File: src/rtl/sys_defs.sv
// Shared constants and the OARAM beat bundle for the post-processing unit.
package sys_defs;

    // Lanes per OARAM beat and width of the zero-run index.
    localparam int num_of_outputs_PPU = 4;
    localparam int bits_of_indices    = 4;
    localparam int PPU_DATA_W         = 16;

    // One OARAM beat: per-lane valid, compressed data and zero-run indices.
    typedef struct packed {
        logic [num_of_outputs_PPU-1:0]                      valid;
        logic [num_of_outputs_PPU-1:0][PPU_DATA_W-1:0]      output_data;
        logic [num_of_outputs_PPU-1:0][bits_of_indices-1:0] output_indices;
    } PPU_OARAM;

    // Sweep controller states.
    typedef enum logic [1:0] {
        S_IDLE,
        S_READ,
        S_FLUSH,
        S_DONE
    } ppu_state_e;

endpackage

File: src/rtl/ppu_rle_packer.sv
// Zero-run encoder plus lane packer and output holding register.
// Accepts one activation per cycle whenever the holding register can take a
// new group, so a completing group never has to wait on a pending beat.
module ppu_rle_packer
    import sys_defs::*;
#(
    parameter int CNT_OUT_W = 11
) (
    input  logic                  clk,
    input  logic                  rst,
    input  logic                  i_clear,
    input  logic                  i_flush,
    input  logic                  i_valid,
    input  logic [PPU_DATA_W-1:0] i_data,
    input  logic                  i_ready,
    output logic                  o_in_ready,
    output logic                  o_drained,
    output logic [CNT_OUT_W-1:0]  o_count,
    output PPU_OARAM              o_hold
);

    localparam int N  = num_of_outputs_PPU;
    localparam int DW = PPU_DATA_W;
    localparam int IW = bits_of_indices;
    localparam int CW = (N > 1) ? $clog2(N) : 1;

    localparam logic [IW-1:0]        RUN_MAX   = '1;
    localparam logic [IW-1:0]        RUN_ONE   = IW'(1);
    localparam logic [CW-1:0]        LAST_LANE = CW'(N - 1);
    localparam logic [CW-1:0]        FILL_ONE  = CW'(1);
    localparam logic [CNT_OUT_W-1:0] CNT_ONE   = CNT_OUT_W'(1);

    logic [IW-1:0]        r_run;
    logic [CW-1:0]        r_fill;
    logic [CNT_OUT_W-1:0] r_count;
    PPU_OARAM             r_hold;
    PPU_OARAM             w_hold_next;

    // Lanes 0..N-2 are staged here; the last lane only ever completes a group.
    logic [DW-1:0] r_lane_data [N-1];
    logic [IW-1:0] r_lane_idx  [N-1];

    logic [N-1:0]         w_nx_valid;
    logic [N-1:0][DW-1:0] w_nx_data;
    logic [N-1:0][IW-1:0] w_nx_idx;

    logic w_hold_busy;
    logic w_in_ready;
    logic w_take;
    logic w_emit;
    logic w_group_done;
    logic w_flush_load;
    logic w_load;

    assign w_hold_busy  = |r_hold.valid;
    assign w_in_ready   = !w_hold_busy || i_ready;
    assign w_take       = i_valid && w_in_ready;
    assign w_emit       = w_take && ((i_data != '0) || (r_run == RUN_MAX));
    assign w_group_done = w_emit && (r_fill == LAST_LANE);
    assign w_flush_load = i_flush && !i_valid && (r_fill != '0) && w_in_ready;
    assign w_load       = w_group_done || w_flush_load;

    generate
        for (genvar gi = 0; gi < N; gi++) begin : g_lane
            if (gi == N - 1) begin : g_last
                assign w_nx_valid[gi] = w_group_done;
                assign w_nx_data[gi]  = w_group_done ? i_data : '0;
                assign w_nx_idx[gi]   = w_group_done ? r_run  : '0;
            end else begin : g_staged
                // Stage an emitted pair in this lane; clear once the group leaves.
                always_ff @(posedge clk) begin
                    if (rst || i_clear || w_load) begin
                        r_lane_data[gi] <= '0;
                        r_lane_idx[gi]  <= '0;
                    end else if (w_emit && (r_fill == CW'(gi))) begin
                        r_lane_data[gi] <= i_data;
                        r_lane_idx[gi]  <= r_run;
                    end
                end
                assign w_nx_valid[gi] = w_group_done || (CW'(gi) < r_fill);
                assign w_nx_data[gi]  = r_lane_data[gi];
                assign w_nx_idx[gi]   = r_lane_idx[gi];
            end
        end
    endgenerate

    assign w_hold_next = '{valid: w_nx_valid, output_data: w_nx_data, output_indices: w_nx_idx};

    // Run counter, lane fill pointer, pair count and holding register.
    always_ff @(posedge clk) begin
        if (rst || i_clear) begin
            r_run   <= '0;
            r_fill  <= '0;
            r_count <= '0;
            r_hold  <= '0;
        end else begin
            if (w_take) begin
                r_run <= w_emit ? '0 : (r_run + RUN_ONE);
            end
            if (w_emit) begin
                r_count <= r_count + CNT_ONE;
                r_fill  <= w_group_done ? '0 : (r_fill + FILL_ONE);
            end
            if (w_flush_load) begin
                r_fill <= '0;
            end
            if (w_load) begin
                r_hold <= w_hold_next;
            end else if (w_hold_busy && i_ready) begin
                r_hold <= '0;
            end
        end
    end

    assign o_in_ready = w_in_ready;
    // Nothing staged, nothing entering a lane, and the beat (if any) leaving now.
    assign o_drained  = (r_fill == '0) && !w_emit && (!w_hold_busy || i_ready);
    assign o_count    = r_count;
    assign o_hold     = r_hold;

endmodule

File: src/rtl/ppu_relu_compress.sv
// Post-processing sweep: reads the accumulator bank in order, applies shift,
// ReLU and saturation, and hands each activation to the RLE packer.
// The oaram_* widths follow sys_defs; DATA_W/IDX_W/N_OUT must agree with it.
module ppu_relu_compress
    import sys_defs::*;
#(
    parameter int ACC_W  = 24,
    parameter int DATA_W = PPU_DATA_W,
    parameter int IDX_W  = bits_of_indices,
    parameter int N_OUT  = num_of_outputs_PPU,
    parameter int ADDR_W = 10
) (
    input  logic                            clk,
    input  logic                            rst,
    input  logic                            start,
    input  logic [ADDR_W:0]                 num_outputs,
    input  logic [4:0]                      shift,
    output logic                            acc_rd_en,
    output logic [ADDR_W-1:0]               acc_rd_addr,
    input  logic signed [ACC_W-1:0]         acc_rd_data,
    output logic [N_OUT-1:0]                oaram_valid,
    output logic [N_OUT-1:0][DATA_W-1:0]    oaram_data,
    output logic [N_OUT-1:0][IDX_W-1:0]     oaram_indices,
    input  logic                            oaram_ready,
    output logic                            busy,
    output logic                            ppu_finish_en,
    output logic [ADDR_W:0]                 num_compressed
);

    localparam logic signed [ACC_W-1:0] SAT_MAX = ACC_W'((1 << (DATA_W - 1)) - 1);
    localparam logic [ADDR_W:0]         ONE     = (ADDR_W + 1)'(1);

    ppu_state_e        r_state;
    logic [ADDR_W:0]   r_num;
    logic [ADDR_W:0]   r_issued;
    logic [ADDR_W:0]   r_left;
    logic [4:0]        r_shift;
    logic              r_rd_pend;
    logic              r_skid_valid;
    logic [DATA_W-1:0] r_skid_data;
    logic              r_busy;
    logic              r_finish;
    logic [ADDR_W:0]   r_num_comp;

    logic              w_in_valid;
    logic [DATA_W-1:0] w_in_data;
    logic [DATA_W-1:0] w_relu;
    logic              w_in_ready;
    logic              w_proc;
    logic              w_last;
    logic              w_drained;
    logic              w_clear;
    logic              w_flush;
    logic [ADDR_W:0]   w_count;
    PPU_OARAM          w_hold;

    // Arithmetic shift, clamp negatives to zero, saturate to the positive max.
    function automatic logic [DATA_W-1:0] relu_sat(input logic signed [ACC_W-1:0] a,
                                                   input logic [4:0] sh);
        logic signed [ACC_W-1:0] s;
        s = a >>> sh;
        if (s[ACC_W-1]) return '0;
        if (s > SAT_MAX) return SAT_MAX[DATA_W-1:0];
        return s[DATA_W-1:0];
    endfunction

    assign w_relu     = relu_sat(acc_rd_data, r_shift);
    assign w_in_valid = r_skid_valid || r_rd_pend;
    assign w_in_data  = r_skid_valid ? r_skid_data : w_relu;
    assign w_proc     = w_in_valid && w_in_ready;
    assign w_last     = w_proc && (r_left == ONE);
    assign w_clear    = (r_state == S_IDLE) && start;
    assign w_flush    = (r_state == S_FLUSH);

    // Only read when the packer can take the result, so at most one read is
    // ever in flight against a blocked holding register.
    assign acc_rd_en   = (r_state == S_READ) && (r_issued != r_num) && w_in_ready;
    assign acc_rd_addr = r_issued[ADDR_W-1:0];

    ppu_rle_packer #(
        .CNT_OUT_W (ADDR_W + 1)
    ) u_packer (
        .clk        (clk),
        .rst        (rst),
        .i_clear    (w_clear),
        .i_flush    (w_flush),
        .i_valid    (w_in_valid),
        .i_data     (w_in_data),
        .i_ready    (oaram_ready),
        .o_in_ready (w_in_ready),
        .o_drained  (w_drained),
        .o_count    (w_count),
        .o_hold     (w_hold)
    );

    // Track the in-flight read and park its result if the packer is blocked.
    always_ff @(posedge clk) begin
        if (rst) begin
            r_rd_pend    <= 1'b0;
            r_skid_valid <= 1'b0;
            r_skid_data  <= '0;
        end else begin
            r_rd_pend <= acc_rd_en;
            if (r_rd_pend && !w_in_ready) begin
                r_skid_valid <= 1'b1;
                r_skid_data  <= w_relu;
            end else if (w_in_ready) begin
                r_skid_valid <= 1'b0;
            end
        end
    end

    // Sweep controller with registered busy / finish / pair-count outputs.
    always_ff @(posedge clk) begin
        if (rst) begin
            r_state    <= S_IDLE;
            r_num      <= '0;
            r_issued   <= '0;
            r_left     <= '0;
            r_shift    <= '0;
            r_busy     <= 1'b0;
            r_finish   <= 1'b0;
            r_num_comp <= '0;
        end else begin
            r_finish <= 1'b0;
            case (r_state)
                S_IDLE: begin
                    if (start) begin
                        r_num    <= num_outputs;
                        r_left   <= num_outputs;
                        r_shift  <= shift;
                        r_issued <= '0;
                        if (num_outputs == '0) begin
                            r_state    <= S_DONE;
                            r_finish   <= 1'b1;
                            r_num_comp <= '0;
                        end else begin
                            r_state <= S_READ;
                            r_busy  <= 1'b1;
                        end
                    end
                end
                S_READ: begin
                    if (acc_rd_en) begin
                        r_issued <= r_issued + ONE;
                    end
                    if (w_proc) begin
                        r_left <= r_left - ONE;
                    end
                    if (w_last) begin
                        if (w_drained) begin
                            r_state    <= S_DONE;
                            r_finish   <= 1'b1;
                            r_busy     <= 1'b0;
                            r_num_comp <= w_count;
                        end else begin
                            r_state <= S_FLUSH;
                        end
                    end
                end
                S_FLUSH: begin
                    if (w_drained) begin
                        r_state    <= S_DONE;
                        r_finish   <= 1'b1;
                        r_busy     <= 1'b0;
                        r_num_comp <= w_count;
                    end
                end
                default: begin
                    r_state <= S_IDLE;
                end
            endcase
        end
    end

    assign oaram_valid    = w_hold.valid;
    assign oaram_data     = w_hold.output_data;
    assign oaram_indices  = w_hold.output_indices;
    assign busy           = r_busy;
    assign ppu_finish_en  = r_finish;
    assign num_compressed = r_num_comp;

endmodule
File: config.mk
export PLATFORM = sky130hd
export DESIGN_NAME = ppu_relu_compress
export DESIGN_NICKNAME = d
export VERILOG_FILES = /design/src/rtl/sys_defs.sv /design/src/rtl/ppu_rle_packer.sv /design/src/rtl/ppu_relu_compress.sv
export SDC_FILE = /design/constraint.sdc
export NUM_CORES = 1
export LEC_CHECK = 0
export CAP_MARGIN = 20
export CORE_MARGIN = 3
export CORE_UTILIZATION = 40
export DETAILED_ROUTE_END_ITERATION = 12
export PLACE_DENSITY = 0.71
export SLEW_MARGIN = 20
export SYNTH_ARGS = -nofsm -noshare
export SYNTH_HDL_FRONTEND = slang
export SYNTH_SLANG_ARGS = --single-unit
export TNS_END_PERCENT = 50
File: constraint.sdc
create_clock -name clk -period 5.3 [get_ports clk]
set_clock_uncertainty 0.2 [all_clocks]
set_input_delay 1.325 -clock clk [delete_from_list [all_inputs] [get_ports clk]]
set_output_delay 1.325 -clock clk [all_outputs]
set_load 0.01 [all_outputs]
==> impl_metrics.csv, run 1 <==
group,metric,value,unit
layout,fin_cells,1601,
timing,grt_setup_unrepaired,"no",
cts,cts_resized,0,
layout,fin_area,13600,um^2
detailed_routing,ant_nets,0,
layout,layout-drive-gt1-share,11.2,%
timing,finalSetupTns,0,ps
timing,drv_slew,0,
yosys,synthXorXnorAreaFrac,1.63,%
floorplan,core-area,26300,um^2
global_route,grt_pass1_vias,8507,
pwr,power_leakage,5.16,nW
detailed_routing,drc,0,
yosys,synth-seq-cells,232,
detailed_routing,via_per_inst,5.75,
layout,layout.area.seq,5250,um^2
timing,setup_violations,0,
cts,postCtsSetupBuffers,0,
placement,gp_congestion,0.975,
critical_path,cp.required,5360,ps
yosys,async_flop_share,0,%
cts,cts_buffer_depth,3,
floorplan,initial_core_util,40.9,%
floorplan,die_h,170,um
detailed_routing,firstDrtPassIters,5,
global_route,grt_antenna_before_repair,0,
cts,clock-sinks,232,
critical_path,arrival,4740,ps
yosys,synth_warnings,0,
layout,layout_common_cells,"172 x dfxtp_1, 150 x clkdlybuf4s50_1, 149 x nor2_1",
pwr,pwr_density_cell,394,nW/um^2
layout,n_fill_cell,2381,
yosys,synth_top_family_by_area,"compound AO/OA/AOI/OAI gates",
cts,cts.htree.levels,1,
layout,fin_util,51.7,%
floorplan,fp.dieW,170,um
layout,fin_nets,1306,
placement,hpwlAfterDp,21500,um
yosys,synthMuxAreaShare,8.39,%
outcome,status,"finished clean",
yosys,synth_edf_count,60,
critical_path,endpoint_kind,"flop",
yosys,syn_area,10800,um^2
cts,path_clk_slew,60,ps
detailed_routing,avgRoutedWirePerCell,18.7,um
yosys,postSynthAreaPerCell,9.85,um^2
cts,cts_root_buf,"clkbuf_16",
layout,syn2layout_area_growth,26.3,%
placement,port_buffers,151,
timing,worst_slew_pin_slew,1220,ps
yosys,netlist_instances,1092,
floorplan,die_area,28900,um^2
pwr,totalPowerFinal,0.00535,W
layout,final_common_cell,"dfxtp_1",
global_route,gr-total-overflow,0,
placement,dp_cells,1555,
placement,dpl_cell_area,12800,um^2
timing,final_hold_viol_count,0,
timing,layout_min_cycle_time,4680,ps
yosys,yosys.area_share.simple,15.1,%
global_route,grt_max_degree,64,
cts,cts_hold_buf,0,
yosys,ys.flop_type,"dfxtp_1",
layout,antenna_cells,0,
flow_run,cap_violations,0,
detailed_routing,initialDrtViolationCount,840,
cts,cts_tree,"yes",
floorplan,num_rows,59,
timing,relSlewSlack,18.2,%
global_route,grt_use_total,19.8,%
floorplan,pin_count,152,
yosys,synth_cell_types,73,
timing,fin_crit_sh,88.4,%
critical_path,criticalPathCategory,"input port to flop",
global_route,grt_first_pass_wirelength,47100,um
pwr,vdd_drop_max,0.247,mV
yosys,synth_fp_nets,1151,
cts,cts-buffers-inserted,25,
critical_path,critPathMaxFanout,20,
cts,clk_latency,520,ps
detailed_routing,routed_wl,29900,um
min_path,hold_path.class,"flop to flop",
yosys,ys_seq_area_share,48.7,%
yosys,synth_compound_area_share,19.6,%
detailed_routing,vias,9210,
layout,multi_input_area,5030,um^2
timing,fmax,214,MHz
yosys,synthAdderAreaFrac,1.74,%
critical_path,startpoint_type,"input port",
## path summary, 6_finish.rpt
path                              startpoint                           to  slack (ps)  cells after the start
hold / removal    u_packer.r_lane_data[1][8]          u_packer.o_hold[40]         250                      1
setup / recovery              acc_rd_data[9]  u_packer.r_lane_data[2][11]         620                     11
hold reg to reg   u_packer.r_lane_data[1][8]          u_packer.o_hold[40]         250                      1
setup reg to reg                  r_shift[1]  u_packer.r_lane_data[2][11]         920                     11
## layer usage
metal  track usage (%)  routed length (um)
met1              28.0               13500
met2              32.2               13900
met3              2.86                1890
met4              5.22                 685
met5                 0                   0
## report_power, final
part / internal, W / leakage (nW) / total, W / switching, W
registers: 0.00200 / 2.04 / 0.00211 / 0.000110
clock network: 0.00105 / 0.418 / 0.00175 / 0.000706
logic: 0.000554 / 2.70 / 0.00149 / 0.000932
## through the flow
stage	worst slack [ps]	hold slack, ps
floorplan	175	236
global placement	154	237
detailed placement	110	241
CTS	652	253
global route	411	267
finish	616	246
## cell usage after synthesis (16+ instances only)
cell type    n  area share [%]
o21ai_0     30             1.4
nand3_1     23             1.1
edfxtp_1    60              17
a22o_1      79             6.4
o2bb2ai_1   16             1.3
dfxtp_1    172              32
nand2_1    103             3.6
clkbuf_1    35             1.2
nor2_1     149             5.2
xor2_1      19             1.5
a21oi_1     68             3.2
mux2_2      22             2.3
nor3_1      18            0.84
mux2i_1     34             3.2
inv_1       23            0.80
## flip-flops by register name, summed over array words and instances, names as in the netlist
name                  cells
busy                      1
num_compressed           11
ppu_finish_en             1
r_issued                 11
r_left                   11
r_num                    11
r_rd_pend                 1
r_shift                   5
r_skid_data              16
r_skid_valid              1
r_state                   2
u_packer.o_count         11
u_packer.o_hold          84
u_packer.r_fill           2
u_packer.r_lane_data     48
u_packer.r_lane_idx      12
u_packer.r_run            4
## critical path: stages
cell             delay [ps]
clkdlybuf4s50_1         470
mux2_2                  320
mux4_2                  510
and2_1                  190
a2111oi_2               350
a31oi_1                 170
a2111o_1                460
o31ai_2                 310
buf_4                   270
o21ai_1                  90
buf_4                   250
## layout make-up
| type | instances | area share (%) |
|---|---|---|
| timing repair buffer | 202 | 14.5 |
| multi-input combinational | 761 | 37.0 |
| clock inverter | 16 | 1.25 |
| clock buffer | 30 | 4.89 |
| inverter | 25 | 0.691 |
| sequential | 232 | 38.6 |
| tap | 335 | 3.08 |
## kinds of logic after synthesis
logic type,Yosys count
mux,71
fa+ha+maj,15
buf+inv,99
xor+xnor,20
simple gates,366
compound gates,289
flops,232
Power figures use the tool's default switching activity.
==> inputs of run 2 (changes only) <==
--- a/config.mk
+++ b/config.mk
@@ -9,6 +9,7 @@
 export CORE_MARGIN = 3
 export CORE_UTILIZATION = 40
 export DETAILED_ROUTE_END_ITERATION = 12
+export GPL_ROUTABILITY_DRIVEN = 0
 export PLACE_DENSITY = 0.71
 export SLEW_MARGIN = 20
 export SYNTH_ARGS = -nofsm -noshare
==> run 2 against run 1 <==
Count of clock-buffer cells in the layout decreased by 2. Global-route usage is 0.49 points lower. Die area did not move. Largest power group unchanged.
==> impl_metrics.csv, run 2 (synthesis gave the netlist of run 1 again) <==
group,metric,value,unit
outcome,status,"finished clean",
global_route,top_usage_layer,"met2",
critical_path,r2r_slack,990,ps
floorplan,initial_core_util,40.9,%
detailed_routing,ant_nets,0,
placement,dpl_cell_area,12700,um^2
critical_path,cp.required,5360,ps
critical_path,crit_slowest_cell,"mux4_2",
detailed_routing,avgRoutedWirePerCell,18.3,um
detailed_routing,via_per_inst,5.69,
layout,syn2layout_area_growth,25.8,%
timing,relSlewSlack,32.6,%
global_route,grt_pass1_vias,8470,
layout,fin_nets,1302,
global_route,grt_first_pass_wirelength,46000,um
global_route,grt_max_degree,65,
cts,clock-sinks,232,
timing,layout_min_cycle_time,4860,ps
layout,multi_input_area,5040,um^2
cts,cts-buffers-inserted,24,
layout,layout_common_cells,"172 x dfxtp_1, 150 x clkdlybuf4s50_1, 149 x nor2_1",
pwr,vdd_drop_max,0.313,mV
cts,postCtsSetupBuffers,0,
timing,drv_slew,0,
min_path,worstHoldStart,"u_packer.r_lane_data[1][4]",
critical_path,rr_worst_depth,11,
critical_path,criticalPathCategory,"input port to flop",
global_route,grtUsageMet1,27.9,%
critical_path,timing.rr.start,"r_shift[1]",
layout,final_common_cell,"dfxtp_1",
timing,finalSetupTns,0,ps
critical_path,startpoint_type,"input port",
global_route,grt_use_total,19.4,%
critical_path,cpMostUsedCell,"buf_4",
critical_path,slowest_delay,530,ps
layout,layout-drive-gt1-share,10.8,%
global_route,gr-total-overflow,0,
timing,fin_crit_sh,91.6,%
critical_path,crit-reg2reg-capture,"u_packer.r_lane_data[2][10]",
min_path,hold_path.class,"flop to flop",
cts,cts_tree,"yes",
global_route,grt.met2_usage,29.5,%
placement,port_buffers,151,
global_route,grt_antenna_before_repair,0,
critical_path,path_buf_inv,3,
pwr,power_leakage,5.12,nW
flow_run,cap_violations,0,
critical_path,arrival,4910,ps
placement,dp_cells,1552,
floorplan,pin_count,152,
detailed_routing,initialDrtViolationCount,845,
timing,fmax,206,MHz
critical_path,crit_chain,"clkdlybuf4s50_1 -> mux2_1 -> mux4_2 -> and2_1 -> a2111oi_2 -> a31oi_1 -> a2111o_1 -> o31ai_2 -> buf_4 -> o21ai_1 -> buf_4",
cts,cts.htree.levels,1,
pwr,pwr_density_cell,389,nW/um^2
min_path,min_to,"u_packer.o_hold[36]",
layout,fin_area,13500,um^2
layout,layout.area.seq,5250,um^2
cts,path_clk_slew,60,ps
cts,cts_buffer_depth,3,
timing,worst_slew_pin_slew,1000,ps
timing,setup_violations,0,
critical_path,startpoint,"acc_rd_data[10]",
detailed_routing,vias,9076,
layout,fin_cells,1596,
cts,clk_latency,520,ps
detailed_routing,firstDrtPassIters,6,
global_route,met3_usage,3.11,%
floorplan,die_area,28900,um^2
cts,cts_root_buf,"clkbuf_16",
layout,antenna_cells,0,
layout,n_fill_cell,2376,
timing,final_hold_viol_count,0,
cts,cts_resized,0,
critical_path,critPathMaxFanout,20,
placement,hpwlAfterDp,21000,um
detailed_routing,routed_wl,29100,um
floorplan,core-area,26300,um^2
min_path,worstHoldPathCells,1,
layout,largest_reg_flops,84,
detailed_routing,drc,0,
cts,cts_hold_buf,0,
critical_path,critPathTopFamily,"compound AO/OA/AOI/OAI gates",
floorplan,num_rows,59,
floorplan,fp.dieW,170,um
critical_path,endpoint_kind,"flop",
timing,grt_setup_unrepaired,"no",
floorplan,die_h,170,um
run 2: stage by stage:
step	setup slack [ps]	power, W	utilization, %	hold slack (ps)
after floorplan	175	0.00312	-	236
after global placement	104	0.00355	48.4	237
after detailed placement	59.0	0.00358	48.4	241
after CTS	567	0.00528	51.4	255
after global routing	275	0.00553	51.5	272
final	444	0.00527	51.5	250
run 2: worst max-delay path by stage:
stage	endpoint	slack [ps]	cells past startpoint
floorplan	u_packer.r_lane_data[0][0]	180	9
CTS	u_packer.o_hold[22]	570	12
detailed placement	u_packer.r_lane_data[2][7]	60	11
global route	u_packer.r_lane_data[2][4]	280	11
finish	u_packer.r_lane_data[2][10]	440	11
global placement	u_packer.r_lane_data[2][8]	100	11
run 2: layout make-up:
type | instances | share of cell area (%)
inverters | 25 | 0.693
clock buffers | 28 | 4.62
flip-flops and latches | 232 | 38.8
clock inverters | 16 | 1.30
repair buffers | 199 | 14.3
multi-input cells | 761 | 37.3
well taps | 335 | 3.10
run 2: worst register-to-register path: stages (launching register included):
cell	delay [ps]
dfxtp_1	390
buf_4	290
mux2_2	410
mux4_2	520
and2_1	200
a2111oi_2	320
a31oi_1	170
a2111o_1	400
o31ai_2	510
buf_4	300
o21ai_1	90
buf_4	260
run 2: power by group:
| group | switching [W] | leakage [nW] | internal (W) |
|---|---|---|---|
| combinational | 0.000927 | 2.68 | 0.000542 |
| clock | 0.000694 | 0.393 | 0.000999 |
| sequential | 0.000107 | 2.04 | 0.00200 |
run 2: metal layers:
metal  vias up  wire (um)
met5         -          0
met3        84       2020
li1       4336          -
met1      4282      13300
met2       374      12800
met4         0       1030
==> inputs of run 3 (changes only) <==
--- a/config.mk
+++ b/config.mk
@@ -11,6 +11,7 @@
 export DETAILED_ROUTE_END_ITERATION = 12
 export GPL_ROUTABILITY_DRIVEN = 0
 export PLACE_DENSITY = 0.71
+export SETUP_SLACK_MARGIN = 0.1
 export SLEW_MARGIN = 20
 export SYNTH_ARGS = -nofsm -noshare
 export SYNTH_HDL_FRONTEND = slang
==> results of run 3 <==
The final DEF is identical to that of run 2; final timing and power are the same.
